<file path="src/rtl/uart_rx_pkg.sv">
// Shared definitions for the UART receive path.
//   - parity encodings (PAR_EVEN/PAR_ODD), same encoding as the transmitter
//   - line levels of the start and stop bits
//   - receiver FSM state encoding
//   - 2-of-3 majority helper used by the bit sampler
package uart_rx_pkg;

  localparam logic PAR_EVEN  = 1'b0;
  localparam logic PAR_ODD   = 1'b1;
  localparam logic START_BIT = 1'b0;
  localparam logic STOP_BIT  = 1'b1;

  typedef enum logic [2:0] {
    RX_IDLE,
    RX_START,
    RX_DATA,
    RX_PARITY,
    RX_STOP
  } rx_state_e;

  function automatic logic maj3(input logic a, input logic b, input logic c);
    return (a & b) | (a & c) | (b & c);
  endfunction

endpackage

</file>
<file path="src/rtl/uart_rx_sampler.sv">
// Bit-period timing and majority vote for the UART receiver.
//   clk, rst     : oversampling clock, async active-high reset
//   rxs          : synchronized serial line
//   cnt_clr      : hold the edge counter at 0 (receiver idle / frame ending)
//   sample_done  : high in the cycle of the third sample; bit_val is valid then
//   bit_end      : last cycle of the current bit period
//   bit_val      : 2-of-3 majority of the samples at OVERSAMPLE/2-1, /2, /2+1
module uart_rx_sampler
  import uart_rx_pkg::*;
#(
  parameter int OVERSAMPLE = 8
) (
  input  logic clk,
  input  logic rst,
  input  logic rxs,
  input  logic cnt_clr,
  output logic sample_done,
  output logic bit_end,
  output logic bit_val
);

  localparam int CW = (OVERSAMPLE > 1) ? $clog2(OVERSAMPLE) : 1;
  localparam logic [CW-1:0] SMP_A = CW'(OVERSAMPLE/2 - 1);
  localparam logic [CW-1:0] SMP_B = CW'(OVERSAMPLE/2);
  localparam logic [CW-1:0] SMP_C = CW'(OVERSAMPLE/2 + 1);
  localparam logic [CW-1:0] LAST  = CW'(OVERSAMPLE - 1);

  logic [CW-1:0] edge_cnt;
  logic [1:0]    smp;

  always_ff @(posedge clk or posedge rst) begin
    if (rst) begin
      edge_cnt <= '0;
      smp      <= 2'b11;
    end else begin
      if (cnt_clr)               edge_cnt <= '0;
      else if (edge_cnt == LAST) edge_cnt <= '0;
      else                       edge_cnt <= edge_cnt + CW'(1);
      if (edge_cnt == SMP_A) smp[0] <= rxs;
      if (edge_cnt == SMP_B) smp[1] <= rxs;
    end
  end

  // The third sample is taken straight off the line so the vote is available
  // in the sampling cycle; the consumer registers it, so the decision is
  // visible from the following cycle.
  assign sample_done = (edge_cnt == SMP_C);
  assign bit_end     = (edge_cnt == LAST);
  assign bit_val     = maj3(smp[0], smp[1], rxs);

endmodule

</file>
<file path="src/rtl/uart_rx.sv">
// UART receiver: oversampled, majority-voted, optional parity, one stop bit.
//   clk, rst     : oversampling clock (OVERSAMPLE cycles per bit), async active-high reset
//   rx_in        : raw serial line, idle high, asynchronous to clk
//   parity_en    : frame carries a parity bit (latched while idle)
//   parity_type  : 0 even, 1 odd (latched while idle)
//   p_data       : last good received word
//   data_valid   : one-cycle strobe, p_data updated in the same cycle
//   parity_err   : one-cycle strobe, parity mismatch
//   stop_err     : one-cycle strobe, stop bit sampled low
module uart_rx
  import uart_rx_pkg::*;
#(
  parameter int DWIDTH     = 8,
  parameter int OVERSAMPLE = 8
) (
  input  logic              clk,
  input  logic              rst,
  input  logic              rx_in,
  input  logic              parity_en,
  input  logic              parity_type,
  output logic [DWIDTH-1:0] p_data,
  output logic              data_valid,
  output logic              parity_err,
  output logic              stop_err
);

  localparam int BW = $clog2(DWIDTH + 1);

  logic [1:0]        sync_q;
  logic              rxs;
  rx_state_e         state, state_nx;
  logic              sample_done, bit_end, bit_val, cnt_clr, start_go;
  logic [DWIDTH-1:0] shreg;
  logic [BW-1:0]     bit_cnt;
  logic              par_en_q, par_type_q, par_bad_q, brk_q;

  assign rxs = sync_q[1];

  // After a break the line must return high before a new start is accepted.
  assign start_go = (state == RX_IDLE) && (rxs == START_BIT) && !brk_q;

  // Clearing on the transition into IDLE (not only while in IDLE) keeps the
  // counter at 0 for a start edge arriving in the very next cycle.
  assign cnt_clr = (state_nx == RX_IDLE);

  uart_rx_sampler #(.OVERSAMPLE(OVERSAMPLE)) u_sampler (
    .clk        (clk),
    .rst        (rst),
    .rxs        (rxs),
    .cnt_clr    (cnt_clr),
    .sample_done(sample_done),
    .bit_end    (bit_end),
    .bit_val    (bit_val)
  );

  always_ff @(posedge clk or posedge rst) begin
    if (rst) state <= RX_IDLE;
    else     state <= state_nx;
  end

  always_comb begin
    state_nx = state;
    case (state)
      RX_IDLE:   if (start_go) state_nx = RX_START;
      RX_START: begin
        if (sample_done && bit_val != START_BIT) state_nx = RX_IDLE;  // glitch
        else if (bit_end)                        state_nx = RX_DATA;
      end
      RX_DATA:   if (bit_end && bit_cnt == BW'(DWIDTH))
                   state_nx = par_en_q ? RX_PARITY : RX_STOP;
      RX_PARITY: if (bit_end) state_nx = RX_STOP;
      // Leave mid stop bit so a back-to-back start edge is not missed.
      RX_STOP:   if (sample_done) state_nx = RX_IDLE;
      default:   state_nx = RX_IDLE;
    endcase
  end

  always_ff @(posedge clk or posedge rst) begin
    if (rst) begin
      sync_q     <= 2'b11;
      p_data     <= '0;
      data_valid <= 1'b0;
      parity_err <= 1'b0;
      stop_err   <= 1'b0;
      shreg      <= '0;
      bit_cnt    <= '0;
      par_en_q   <= 1'b0;
      par_type_q <= 1'b0;
      par_bad_q  <= 1'b0;
      brk_q      <= 1'b0;
    end else begin
      sync_q     <= {sync_q[0], rx_in};
      data_valid <= 1'b0;
      parity_err <= 1'b0;
      stop_err   <= 1'b0;
      case (state)
        RX_IDLE: begin
          par_en_q   <= parity_en;
          par_type_q <= parity_type;
          bit_cnt    <= '0;
          par_bad_q  <= 1'b0;
          if (brk_q && rxs == STOP_BIT) brk_q <= 1'b0;
        end
        RX_DATA: if (sample_done) begin
          shreg   <= DWIDTH'({bit_val, shreg} >> 1);  // LSB arrives first
          bit_cnt <= bit_cnt + BW'(1);
        end
        RX_PARITY: if (sample_done)
          par_bad_q <= bit_val != (^shreg ^ (par_type_q == PAR_ODD));
        RX_STOP: if (sample_done) begin
          if (bit_val == STOP_BIT && !par_bad_q) begin
            data_valid <= 1'b1;
            p_data     <= shreg;
          end
          if (bit_val != STOP_BIT) begin
            stop_err <= 1'b1;
            brk_q    <= 1'b1;
          end
          if (par_bad_q) parity_err <= 1'b1;
        end
        default: ;
      endcase
    end
  end

endmodule
</file>
<file path="config.mk">
export PLATFORM = sky130hd
export DESIGN_NAME = uart_rx
export DESIGN_NICKNAME = d
export VERILOG_FILES = /design/src/rtl/uart_rx_pkg.sv /design/src/rtl/uart_rx_sampler.sv /design/src/rtl/uart_rx.sv
export SDC_FILE = /design/constraint.sdc
export NUM_CORES = 1
export LEC_CHECK = 0
export ABC_AREA = 1
export CAP_MARGIN = 20
export CORE_ASPECT_RATIO = 2
export CORE_UTILIZATION = 45
export CTS_BUF_LIST = sky130_fd_sc_hd__clkbuf_2
export CTS_CLUSTER_DIAMETER = 30
export DETAILED_ROUTE_END_ITERATION = 6
export GPL_TIMING_DRIVEN = 0
export PLACE_DENSITY_LB_ADDON = 0.1
export SLEW_MARGIN = 20
export SYNTH_ARGS = -nofsm -noshare
export SYNTH_HDL_FRONTEND = slang
export SYNTH_SLANG_ARGS = --single-unit
</file>
<file path="constraint.sdc">
create_clock -name clk -period 1.96 [get_ports clk]
set_clock_uncertainty 0.15 [all_clocks]
set_input_delay 0.392 -clock clk [delete_from_list [all_inputs] [get_ports clk]]
set_output_delay 0.392 -clock clk [all_outputs]
set_load 0.005 [all_outputs]
</file>
* Word level (Yosys, flattened, before mapping) *
Index checks and enable logic that the tools add are counted.

operators by class
  equality and inequality tests = 15
  reductions and logical operators = 19
  add/sub/neg operators = 2
  bitwise logic cells = 7
  mux-type cells = 27

operators by type and width
  operator                                                                 count
  3-bit 2-to-1 mux                                                         9
  3-bit case mux with 5 select lines                                       1
  1-bit 2-to-1 mux                                                         13
  3-bit equality test, second input constant                               4
  3-bit by 2-bit equality test with 1-bit output, second input constant    3
  2-bit inequality test, second input constant                             4
  4-bit case mux with 2 select lines                                       1
  8-bit XOR reduction                                                      1
  1-bit logical AND                                                        6
  3-bit zero test                                                          2
  2-bit AND reduction                                                      3
  2-bit nonzero test                                                       3
  4-bit by 1-bit adder with 4-bit output, second input constant            1
  4-bit equality test, second input constant                               1
  4-bit 2-to-1 mux                                                         1
  1-bit case mux with 2 select lines                                       2
  4-bit AND reduction                                                      1
  3-bit by 1-bit adder with 3-bit output, second input constant            1
  1-bit AND                                                                3
  3-bit by 1-bit equality test with 1-bit output, second input constant    1
  3-bit AND reduction                                                      1
  1-bit zero test                                                          2
  2-bit by 1-bit inequality test with 1-bit output, second input constant  1
  1-bit OR                                                                 2
  3 further kinds                                                          3

word-level totals
  bits in registers = 37
  output and inout bits = 11
  logic and storage cells = 85
  input bits = 5

* Logic depth before layout (Yosys ltp) *
  depth after elaboration = 8
  depth in mapped cells = 11
  mapped depth without buffers = 11

* Cells and area by module *
Synthesis repeated with hierarchy kept, for this count alone.

second synthesis, totals
  cells, all modules = 239
  area, all modules = 1,929.4 um^2

by module, submodules not included
  module           instances  cells an instance  area an instance (um^2)  seq. area each (um^2)
  uart_rx          1          206                1,645.3                  803.3
  uart_rx_sampler  1          33                 284.0                    127.6

* Least setup slack after synthesis *
No wires, ideal clock.

  kind = reg2reg
  start = reg u_sampler.edge_cnt[0]
  end = reg u_sampler.edge_cnt[0]
  setup slack = 0.355 ns
  arrival = 1.334 ns
  setup time = 0.122 ns
  cell stages (with the launch flop) = 9
  clock period less this slack = 1.605 ns
  path through = dfrtp_1 > ha_1 > ha_1 > inv_1 > o22ai_1 > nor2_1 > nand2_1 > nor2_1 > nor2_1

between the ends
  cells in the longest elaborated chain, start to end = 6
  elaborated cells between the ends (all ways) = 14
  classes of those cells = add/sub (1); eq/ne (2); mux (8); reduce/logical (3)

ends and longest elaborated chain
  item                                           RTL line                                                             source
  from (decl)                                    uart_rx_sampler.sv:28                                                logic [CW-1:0] edge_cnt;
  from (signal assigned)                         uart_rx_sampler.sv:38                                                else edge_cnt <= edge_cnt + CW'(1);
  3-bit equality test, on equally long branches  uart_rx_sampler.sv:37, uart_rx_sampler.sv:48, uart_rx_sampler.sv:47
  3-bit 2-to-1 mux (tied with other cells)       uart_rx.sv:67                                                        else if (bit_end) state_nx = RX_DATA;
  3-bit 2-to-1 mux, on equally long branches     uart_rx.sv:66, uart_rx.sv:69
  3-bit case mux with 5 select lines             uart_rx.sv:63                                                        case (state)
  3-bit zero test                                uart_rx.sv:44                                                        assign cnt_clr = (state_nx == RX_IDLE);
  3-bit 2-to-1 mux (*)                           uart_rx_sampler.sv:36                                                if (cnt_clr) edge_cnt <= '0;

Every way passes the cells marked *; elsewhere a longest branch is shown, timed or not.
A chain may end at the register's enable or synchronous reset.

* Final worst setup path *
  start = reg p_data[1]
  end = out p_data[1]

RTL lines
  item                    RTL line        source
  from (decl)             uart_rx.sv:21   output logic [DWIDTH-1:0] p_data,
  from (signal assigned)  uart_rx.sv:113  p_data <= shreg;

No word-level cell between the ends.

==> implementation parameters <==
Parameter                              Value

Global route
  Gr usage total ... between 10% and 20%
  Total gr overflow ... 0
  First-pass GRT wire length ... between 5 and 6 mm
  Largest net degree at the start of global routing ... 24
  Antenna violations before repair ... 0
  Via count of the first global-routing pass ... between 1000 and 1500

Drt
  Count of nets left with antenna violations after detail routing ... 0
  Routed length on met1 ... around 1.2 mm
  Routed wirelength normalized by instance count ... roughly 11 um
  Drt total wl ... 3.31 mm
  Highest metal layer used by the detailed router ... met4
  Number of search-and-repair iterations in the first detailed-routing pass ... 4
  Routed vias/inst ... 4.75
  # DRC ... 0
  Detailed router's first-iteration violation count ... 25
  Detail Route met2 WL ... slightly below 2 mm
  Routed length on met3 ... 69 um
  Vias ... ~1400

Setup path
  Endpoint required time on the critical path ... ~1.4 ns
  Register-to-Register Path Depth ... 8
  Count of cell instances traversed by the critical path ... 1
  Setup slack of the most critical reg-to-reg path ... between 0.15 and 0.2 ns
  Crit path cell chain ... clkdlybuf4s50_1
  Worst setup path category ... register to output pin
  Type of origin of the critical path ... register
  Critical path buffer and inverter count ... 1
  Critical Path Start ... p_data[1]
  CP max stage delay ... 0.51 ns
  Endpoint kind of the worst setup timing path ... output pin
  Max Fanout on Critical Path ... 2
  Data arrival at the endpoint of the critical path ... about 1.3 ns
  Worst r2r src ... u_sampler.edge_cnt[0]
  Worst path slowest cell ... clkdlybuf4s50_1
  Crit-path leading delay family ... buffers and inverters

Clock tree
  Setup repair bufs after CTS ... 0
  Clock transition at path regs ... ~0.17 ns
  CTS tree ... built
  Cell at the root of the clock tree ... clkbuf_2
  H-tree depth ... 2
  Maximum count of clock buffers along a single path ... 2
  Clk sink count ... 37
  Num CTS Buffers ... 5
  Clock latency on the worst-skew pair ... 0.38 ns

Die
  Starting density of the core ... a little under half
  Number of placement rows ... 32
  Total die area ... around 0.0043 mm^2
  Area of the core ... just under 0.004 mm^2
  Die height ... between 90 and 100 um
  Die Wd ... approximately 47 um
  Top-Level Pins ... 16

Timing
  Fin crit period ... between 1.5 and 2 ns
  RSZ-0062 raised after global routing ... no
  Endpoints failing setup ... 0
  Final worst-path setup slack ... about 0.14 ns
  Worst max-slew margin expressed relative to the limit ... between 70% and 80%
  Number of max-slew violations in the final report ... 0
  Fin Setup TNS ... 0 ns
  Part of the cycle the worst path needs ... slightly above 90%
  Number of hold-slack violations in the final timing report ... 0
  Maximum clock frequency ... 551 MHz
  Pin slew with the least headroom to its limit ... between 0.4 and 0.5 ns
  Final Hold Slack ... around 0.13 ns

Yosys
  Post-Syn Nets ... between 200 and 250
  Area of the mapped netlist ... about 0.0018 mm^2
  Unique cell type count in the Yosys netlist ... 25
  Yosys top cell by area ... dfrtp_1
  Flops & latches, synth ... 37
  Synthesized instance count ... around 230
  Synth top area cells ... dfrtp_1 (46%), nand2_1 (15%), inv_1 (7.2%)
  Fraction of the yosys area taken by sequential cells ... between 50% and 60%
  Yosys top cell area share ... between 40 and 50%
  Average cell area after synthesis ... between 7 and 8 um^2
  Synth warn ... 0

Cells and area
  Commonest cells after routing, fill and taps aside ... nand2_1 (73), inv_1 (34), dfrtp_1 (33)
  Fraction of final layout cells sized beyond drive strength 1 ... approximately 12%
  Number of diodes added for antenna fixing ... 0
  Final layout net count ... roughly 260
  Most frequent standard cell in the layout excluding fill and tap cells ... nand2_1
  Layout overhead on the synthesized area ... 15.9%

Power and ir drop
  Worst vdd rail ir drop ... about 0.00064 V
  Leakage power figure ... about 1.1 nW
  Power per standard cell area ... around 1000 mW/mm^2

Place
  Number of I/O port buffers ... 15
  Dpl hpwl ... roughly 2.7 mm
  Minimum setup slack after placement ... 0.0609 ns
  Routability congestion estimate ... ~0.81

Flow run
  Total of max-cap violations ... 0

Worst hold path
  HP Class ... input port to async pin

Status
  Status ... finished clean
## metal layers
metal	vias up	track usage [%]
met3	10	4.13
met4	0	11.0
met1	656	17.2
met5	-	0
met2	24	36.0
li1	746	-
## final timing paths
path,end
worst max-delay path,p_data[1]
worst min-delay path,u_sampler.edge_cnt[1]
worst max register to register,u_sampler.edge_cnt[0]
worst min register to register,sync_q[1]
max in group asynchronous,bit_cnt[1]
min in group clk,sync_q[1]
## cell type report
class,count,area [um^2]
Buffer,2,10.0
Clock buffer,8,40.0
Fill cell,396,1740
Inverter,40,150
Multi-Input combinational cell,148,731
Sequential cell,37,931
Tap cell,51,63.8
Timing Repair Buffer,16,178
## Yosys cell counts, drive strengths merged
master	count
nand2	74
inv	39
dfrtp	33
o21ai	23
nor2	19
nand3	11
ha	7
dfstp	4
nand4	4
nor3	3
a21oi	2
buf	2
a31oi	1
clkinv	1
nand3b	1
o22ai	1
or2	1
xor2	1
## flip-flops by register name (all words and copies together) (netlist names)
signal and count:
bit_cnt 4, brk_q 1, data_valid 1, p_data 8, par_bad_q 1, par_en_q 1
par_type_q 1, parity_err 1, shreg 8, state 3, stop_err 1, sync_q 2
u_sampler.edge_cnt 3, u_sampler.smp 2
## logic make-up after synthesis
group | after synthesis | share of synthesized area (%)
compound gates | 27 | 7.59
buf+inv | 42 | 8.83
flops | 37 | 51.3
simple gates | 113 | 27.0
xor+xnor | 1 | 0.483
fa+ha+maj | 7 | 4.83
## timing repair
item,in CTS,in global routing
setup endpoints to repair,0,3
hold buffers,0,0
gates resized for setup,0,3
## through the flow
stage          power (W)  utilization, %  instances  area, um^2
2_1_floorplan    0.00157               -        227        1810
3_3_place_gp     0.00172            52.8        293        2030
3_5_place_dp     0.00174            53.5        294        2060
4_1_cts          0.00210            54.5        302        2100
5_1_grt          0.00227            54.7        302        2100
6_report         0.00207            54.7        302        2100
## report_power, final
part | internal (W) | switching, W | leakage, nW
clock | 0.000105 | 0.000237 | 0.0332
sequential | 0.000899 | 0.000112 | 0.491
combinational | 0.000263 | 0.000453 | 0.533
No activity file was read; power rests on OpenSTA's default activity.
